## config.mk

```make
export PLATFORM = sky130hd
export DESIGN_NAME = colormem_writer
export DESIGN_NICKNAME = d
export VERILOG_FILES = /design/src/rtl/xosera_pkg.sv /design/src/rtl/colormem_writer.sv
export SDC_FILE = /design/constraint.sdc
export NUM_CORES = 1
export LEC_CHECK = 0
export BUFFER_PORTS_ARGS = -buffer_cell sky130_fd_sc_hd__buf_2
export CAP_MARGIN = 20
export CORE_MARGIN = 2
export CORE_UTILIZATION = 40
export DETAILED_ROUTE_END_ITERATION = 16
export PLACE_DENSITY = 0.77
export SLEW_MARGIN = 20
export SYNTH_ARGS = -nofsm -noshare
export SYNTH_HDL_FRONTEND = slang
export SYNTH_SLANG_ARGS = --single-unit
```

## constraint.sdc

```tcl
create_clock -name clk -period 1.8 [get_ports clk]
set_input_delay 0.27 -clock clk [delete_from_list [all_inputs] [get_ports clk]]
set_output_delay 0.27 -clock clk [all_outputs]
set_load 0.02 [all_outputs]
```

## src/rtl/xosera_pkg.sv

```systemverilog
// Shared definitions for the colour-memory writer: controller state
// encoding and the colour-entry width.
package xosera_pkg;

   localparam int COLOR_W = 16;

   typedef enum logic [1:0] {
      IDLE      = 2'd0,
      READ_WAIT = 2'd1,
      FILL      = 2'd2
   } cmw_state_t;

endpackage

```

## src/rtl/colormem_writer.sv

```systemverilog
// Colour-memory access controller. Serialises single CPU reads/writes and
// an optional block-fill engine onto the colour memory's write and read
// ports. The memory itself lives in the parent; its read port returns data
// one clock after cm_rd_en_o is seen.
//
// Build option: define COLORMEM_FILL_EN to include the block-fill engine.
// Without it the fill_* inputs are ignored and fill_busy_o is tied low.
module colormem_writer
   import xosera_pkg::*;
#(
   parameter int AWIDTH = 8
) (
   input  logic                 clk,
   input  logic                 reset_i,
   input  logic                 req_valid_i,
   output logic                 req_ready_o,
   input  logic                 req_write_i,
   input  logic [AWIDTH-1:0]    req_addr_i,
   input  logic [COLOR_W-1:0]   req_data_i,
   output logic                 rd_valid_o,
   output logic [COLOR_W-1:0]   rd_data_o,
   input  logic                 fill_start_i,
   input  logic [AWIDTH-1:0]    fill_addr_i,
   input  logic [AWIDTH:0]      fill_count_i,
   input  logic [COLOR_W-1:0]   fill_data_i,
   input  logic                 fill_incr_i,
   output logic                 fill_busy_o,
   output logic                 cm_wr_en_o,
   output logic [AWIDTH-1:0]    cm_wr_addr_o,
   output logic [COLOR_W-1:0]   cm_wr_data_o,
   output logic                 cm_rd_en_o,
   output logic [AWIDTH-1:0]    cm_rd_addr_o,
   input  logic [COLOR_W-1:0]   cm_rd_data_i
);

   cmw_state_t           state_q;
   logic                 wrEn_q;
   logic [AWIDTH-1:0]    wrAddr_q;
   logic [COLOR_W-1:0]   wrData_q;
   logic                 rdEn_q;
   logic [AWIDTH-1:0]    rdAddr_q;
   logic                 rdValid_q;
   logic [COLOR_W-1:0]   rdHold_q;
   logic                 reqFire;

`ifdef COLORMEM_FILL_EN
   localparam logic [AWIDTH-1:0] ADDR_ONE  = AWIDTH'(1);
   localparam logic [AWIDTH:0]   COUNT_ONE = (AWIDTH+1)'(1);

   logic                 fillBusy_q;
   logic [AWIDTH-1:0]    fillAddr_q;
   logic [COLOR_W-1:0]   fillData_q;
   logic                 fillIncr_q;
   logic [AWIDTH:0]      fillLeft_q;
   logic                 fillGo;

   // A pending fill command blocks CPU requests so the fill always wins
   assign req_ready_o = !reset_i && (state_q == IDLE) && !fill_start_i;
   assign fillGo      = (state_q == IDLE) && fill_start_i && (fill_count_i != '0);
   assign fill_busy_o = fillBusy_q;
`else
   logic                 unusedFill;

   assign req_ready_o = !reset_i && (state_q == IDLE);
   assign fill_busy_o = 1'b0;
   assign unusedFill  = ^{fill_start_i, fill_addr_i, fill_count_i, fill_data_i, fill_incr_i};
`endif

   assign reqFire = req_valid_i && req_ready_o;

   // Read data is presented straight from the memory port during the
   // rd_valid_o cycle, then held from the captured copy until the next read.
   assign rd_valid_o   = rdValid_q;
   assign rd_data_o    = rdValid_q ? cm_rd_data_i : rdHold_q;
   assign cm_wr_en_o   = wrEn_q;
   assign cm_wr_addr_o = wrAddr_q;
   assign cm_wr_data_o = wrData_q;
   assign cm_rd_en_o   = rdEn_q;
   assign cm_rd_addr_o = rdAddr_q;

   // Controller FSM with registered memory strobes; strobes default low so
   // every write/read/valid is a single-cycle pulse unless re-issued.
   always_ff @(posedge clk or posedge reset_i) begin
      if (reset_i) begin
         state_q    <= IDLE;
         wrEn_q     <= 1'b0;
         wrAddr_q   <= '0;
         wrData_q   <= '0;
         rdEn_q     <= 1'b0;
         rdAddr_q   <= '0;
         rdValid_q  <= 1'b0;
         rdHold_q   <= '0;
`ifdef COLORMEM_FILL_EN
         fillBusy_q <= 1'b0;
         fillAddr_q <= '0;
         fillData_q <= '0;
         fillIncr_q <= 1'b0;
         fillLeft_q <= '0;
`endif
      end else begin
         wrEn_q    <= 1'b0;
         rdEn_q    <= 1'b0;
         rdValid_q <= 1'b0;
         if (rdValid_q) begin
            rdHold_q <= cm_rd_data_i;
         end
         case (state_q)
            IDLE: begin
`ifdef COLORMEM_FILL_EN
               if (fillGo) begin
                  // First entry goes out immediately; registers hold the next one
                  state_q    <= FILL;
                  fillBusy_q <= 1'b1;
                  wrEn_q     <= 1'b1;
                  wrAddr_q   <= fill_addr_i;
                  wrData_q   <= fill_data_i;
                  fillAddr_q <= fill_addr_i + ADDR_ONE;
                  fillData_q <= fill_data_i + {{(COLOR_W-1){1'b0}}, fill_incr_i};
                  fillIncr_q <= fill_incr_i;
                  fillLeft_q <= fill_count_i - COUNT_ONE;
               end else
`endif
               if (reqFire) begin
                  if (req_write_i) begin
                     wrEn_q   <= 1'b1;
                     wrAddr_q <= req_addr_i;
                     wrData_q <= req_data_i;
                  end else begin
                     rdEn_q   <= 1'b1;
                     rdAddr_q <= req_addr_i;
                     state_q  <= READ_WAIT;
                  end
               end
            end
            READ_WAIT: begin
               rdValid_q <= 1'b1;
               state_q   <= IDLE;
            end
`ifdef COLORMEM_FILL_EN
            FILL: begin
               if (fillLeft_q == '0) begin
                  fillBusy_q <= 1'b0;
                  state_q    <= IDLE;
               end else begin
                  wrEn_q     <= 1'b1;
                  wrAddr_q   <= fillAddr_q;
                  wrData_q   <= fillData_q;
                  fillAddr_q <= fillAddr_q + ADDR_ONE;
                  fillData_q <= fillData_q + {{(COLOR_W-1){1'b0}}, fillIncr_q};
                  fillLeft_q <= fillLeft_q - COUNT_ONE;
               end
            end
`endif
            default: begin
               state_q <= IDLE;
            end
         endcase
      end
   end

endmodule

```

# Yosys cells after proc, flatten, opt, wreduce, memory -nomap -nowiden

Index checks and enable logic that the tools add are counted.

Bitwise operators: 1
Mux-type cells: 11
Equality and inequality tests: 3
Reduce and logical (&&, ||, !) cells: 7

Operators by type and width:

| cell               | count |
|---|---|
| $mux 16            | 1 |
| $mux 1             | 7 |
| $mux 2             | 3 |
| $reduce_and 3->1   | 2 |
| $ne 2x2->1 const B | 2 |
| $eq 2x1->1 const B | 1 |
| $logic_and 1x1->1  | 2 |
| $logic_not 2->1    | 1 |
| $reduce_and 2->1   | 1 |
| $logic_not 1->1    | 1 |
| $not 1->1          | 1 |

Input bits: 79
Output and inout bits: 53
Register bits: 53
Logic and storage cells: 30

# Logic depth before layout (Yosys ltp)

Word-level depth: 5
Mapped depth: 4
Mapped depth without buffers: 2

# Least setup slack after synthesis

No wires, ideal clock.

Kind: reg-to-output
Start: reg rdValid_q (netlist: rd_valid_o)
End: out rd_data_o[10]
Cell stages (with the launch flop): 4
Buffers on the path: 2
Required time: 1.530 ns
Setup slack: 0.162 ns
Arrival time: 1.368 ns
Cells stage by stage: dfrtp_1 clkbuf_1 buf_2 mux2_2

Longest elaborated chain between the ends: 1

RTL lines:

| element                | RTL line               | source |
|---|---|---|
| start, declared        | colormem_writer.sv:42  | `logic rdValid_q;` |
| start signal, assigned | colormem_writer.sv:91  | `rdValid_q <= 1'b0;` |
| start signal, assigned | colormem_writer.sv:103 | `rdValid_q <= 1'b0;` |
| start signal, assigned | colormem_writer.sv:136 | `rdValid_q <= 1'b1;` |
| $mux 16                | n/a                    |  |
| end, declared          | colormem_writer.sv:21  | `output logic [COLOR_W-1:0] rd_data_o,` |

No other way between the ends.

# Final worst setup path

Start: in reset_i
End: reg wrAddr_q[6] (netlist: cm_wr_addr_o[6])

Longest elaborated chain between the ends: 4

RTL lines:

| element                           | RTL line               | source |
|---|---|---|
| start, declared                   | colormem_writer.sv:14  | `input logic reset_i,` |
| $logic_not 1->1 (no source line)  | n/a                    |  |
| $logic_and 1x1->1                 | colormem_writer.sv:64  | `assign req_ready_o = !reset_i && (state_q == IDLE);` |
| $logic_and 1x1->1                 | colormem_writer.sv:69  | `assign reqFire = req_valid_i && req_ready_o;` |
| $reduce_and 3->1 (no source line) | n/a                    |  |
| end signal, assigned              | colormem_writer.sv:126 | `wrAddr_q <= req_addr_i;` |
| end, declared                     | colormem_writer.sv:38  | `logic [AWIDTH-1:0] wrAddr_q;` |

No other way between the ends.
A chain may end at the register's enable or synchronous reset.

==> results.md <==
* Height of the die at around 73 µm
* Setup violations, final at 0
* Min-delay src: req_write_i
* Drt wl/cell at approximately 13 µm
* Syn avg cell area at 17.2 µm²
* Placed cells at 261
* HP Class: primary input to register
* Number of hold buffers added after cts at 1
* Area added between synthesis and finish at 35.4%
* Unrepaired setup endpoints after global routing: no
* Most frequent cells in the layout: 95 x buf_2, 52 x dfrtp_1, 48 x mux2_2
* Initial antenna violation count at 0
* Clock Skew at ~0.0047 ns
* HPWL after DPL at 2.70 mm
* Max Root-Sink Buffers at 2
* Clock sinks at between 50 and 60
* Vias post-DR at 1,261
* CTS Root Cell: clkbuf_8
* VDD IR-drop max at 663 µV
* Power share of the combinational group at just under 30%
* Post-route cell area at 2620 µm²
* Inserted Clock Buffers at 5
* # DRC at 0
* Number of nets with antenna violations after routing at 0
* Vias in the first global route at 1,222
* Post-synth net total at 191
* Int Power at 2.08 mW
* WP depth at 5
* CP Buf/Inv Count at 3
* Clock Latency Late Sink at 0.29 ns
* Ratio of cells with drive above 1 in the final layout at around three quarters
* IO Pins at 132
* Max_cap viols at 0
* Starting density of the core at between 40% and 50%
* Fmax at roughly 580 MHz
* R2R cell count at 3
* Sequential fraction of the synthesis area at 67.4%
* Cells on Worst Hold Path at 2
* Sw Pwr at 0.953 mW
* Total gr overflow at 0
* Endpoint type of the worst setup path: register
* R2R Setup Slk at 0.25 ns
* Max Slew Vio Count at 0
* Final Hold Viols at 0
* PnR worst setup slack at 0.0823 ns
* Clock network power share at a little over a fifth
* Number of diodes at 0
* Seq cells post-synth at 52
* Final wirelength at 3.63 mm
* Largest net degree at the start of global routing at 23
* Worst Hold End: state_q[0]
* Syn Inst Count at between 100 and 150
* Synth unique cells at 11
* Fin crit share at 95.4%
* CTS tree: done
* CP max-delay cell: dlygate4sd3_1
* Worst-path cell chain: dlygate4sd3_1, buf_2, nor4bb_4, buf_12, mux2_2
* Core area at between 4000 and 5000 µm²
* Minimum clock period at ~1.7 ns
* PortBufs at 95
* Post-place setup slack at 0.251 ns
* Crit path DAT at about 1.9 ns
* Power Dens Cells at 1160 nW/µm²
* Switching Share at 31.4%
* Vias/cell at between 4 and 5
* Clk slew on worst S/H paths at 0.09 ns
* First drt pass iteration count at 2
* Part of the power in registers at between 40% and 50%
* CP max stage delay at between 0.5 and 0.6 ns
* Iter 0 DRT Violations at 26
* DIE AREA at 5400 µm²
* Fin Setup TNS at 0 ns
* RePlAce Congestion at 0.679
* Fillers at around 400
* Fin cells at 270
* Post-DP Area at 2510 µm²
* Critical path required time at approximately 2.0 ns
* Critical path launch point type: primary input
* Critical R2R Capture: cm_wr_addr_o[6]
* Synthesis Warnings at 0
* CP top delay family: buffers and inverters
* Global-route wire length before repair at 5.66 mm
* Net count, final at 294
* PostCTS Resize Cnt at 0
* Lkg Pwr at 1.29 nW
* Status: complete, no violations
* Core Util, Final at between 50% and 60%
* GRT Total Usage at 13.9%
* Die W at 73.5 µm
* Critical path class: primary input to register
* Worst-path fanout max at 22
* Row count at 25
* Synthesized cell area at 1930 µm²
* RR Startpoint: state_q[0]
* H-Tree Depth at 2
* Leading cell type in the layout, fill and taps excluded: buf_2
* Postcts setup bufs at 0
==> logic make-up after synthesis <==
logic type / Yosys count / share of synthesized area (%)
DFF: 52 / 67.4
muxes: 48 / 28.0
buffers and inverters: 7 / 2.07
and+or+nand+nor: 4 / 2.40
other: 1 / 0.194
==> flip-flops by register name (all words and copies together), names as in the netlist <==
name          flops
cm_wr_data_o     16
rdHold_q         16
cm_rd_addr_o      8
cm_wr_addr_o      8
cm_rd_en_o        1
cm_wr_en_o        1
rd_valid_o        1
state_q           1
==> cells in the mapped netlist, drive strengths merged <==
master / number / area (µm²)
conb: 1 / 3.75
dfrtp: 52 / 1300
nor2: 1 / 3.75
clkbuf: 1 / 3.75
buf: 5 / 32.5
nor4b: 2 / 32.5
inv: 1 / 3.75
nor4bb: 1 / 10.0
mux2: 48 / 541
==> layout make-up <==
cell class | count | area, µm² | share of cell area (%)
clock buffer | 7 | 86.3 | 3.30
clock inverter | 1 | 7.51 | 0.287
inverter | 1 | 3.75 | 0.144
multi-input combinational | 53 | 606 | 23.2
sequential | 52 | 1300 | 49.8
tap | 54 | 67.6 | 2.58
timing repair buffer | 102 | 543 | 20.8
==> worst reg2reg max path: cells and delay by family, from the launching register on <==
kind                   cells  cell delay [ns]
AND/OR/NAND/NOR            1             0.39
buffers and inverters      1             0.22
flip-flops                 1             0.47
multiplexers               1             0.35
==> layer usage <==
layer / global-route usage, % / vias to the layer above / wire [µm]
li1: - / 589 / -
met1: 17.1 / 608 / 1540
met2: 22.1 / 59 / 1730
met3: 6.04 / 5 / 326
met4: 4.24 / 0 / 36
met5: 0 / - / 0
==> per-stage QoR <==
| step | hold slack, ns | power [mW] |
|---|---|---|
| 5_1_grt | 0.182 | 3.22 |
| 4_1_cts | 0.178 | 3.09 |
| 3_5_place_dp | 0.266 | 2.40 |
| 3_3_place_gp | 0.261 | 2.38 |
| 2_1_floorplan | 0.341 | 2.07 |
| 6_report | 0.192 | 3.04 |
==> power groups by stage <==
stage	combinational, mW	clock (mW)	sequential [mW]
finish	0.886	0.670	1.48
global route	0.954	0.753	1.51
CTS	0.901	0.701	1.48
detailed placement	0.900	0	1.50
global placement	0.885	0	1.50
floorplan	0.374	0	1.69
==> worst max path at each step <==
stage,start,end,slack [ns]
6_report,reset_i,cm_wr_addr_o[6],0.08
5_1_grt,reset_i,cm_rd_addr_o[1],0.03
4_1_cts,reset_i,cm_wr_data_o[7],0.1
3_5_place_dp,state_q[0],cm_wr_data_o[7],0.25
3_3_place_gp,state_q[0],cm_wr_data_o[10],0.28
2_1_floorplan,rd_valid_o,rd_data_o[10],0.16
Note: power is estimated with default switching activity, not from simulation.
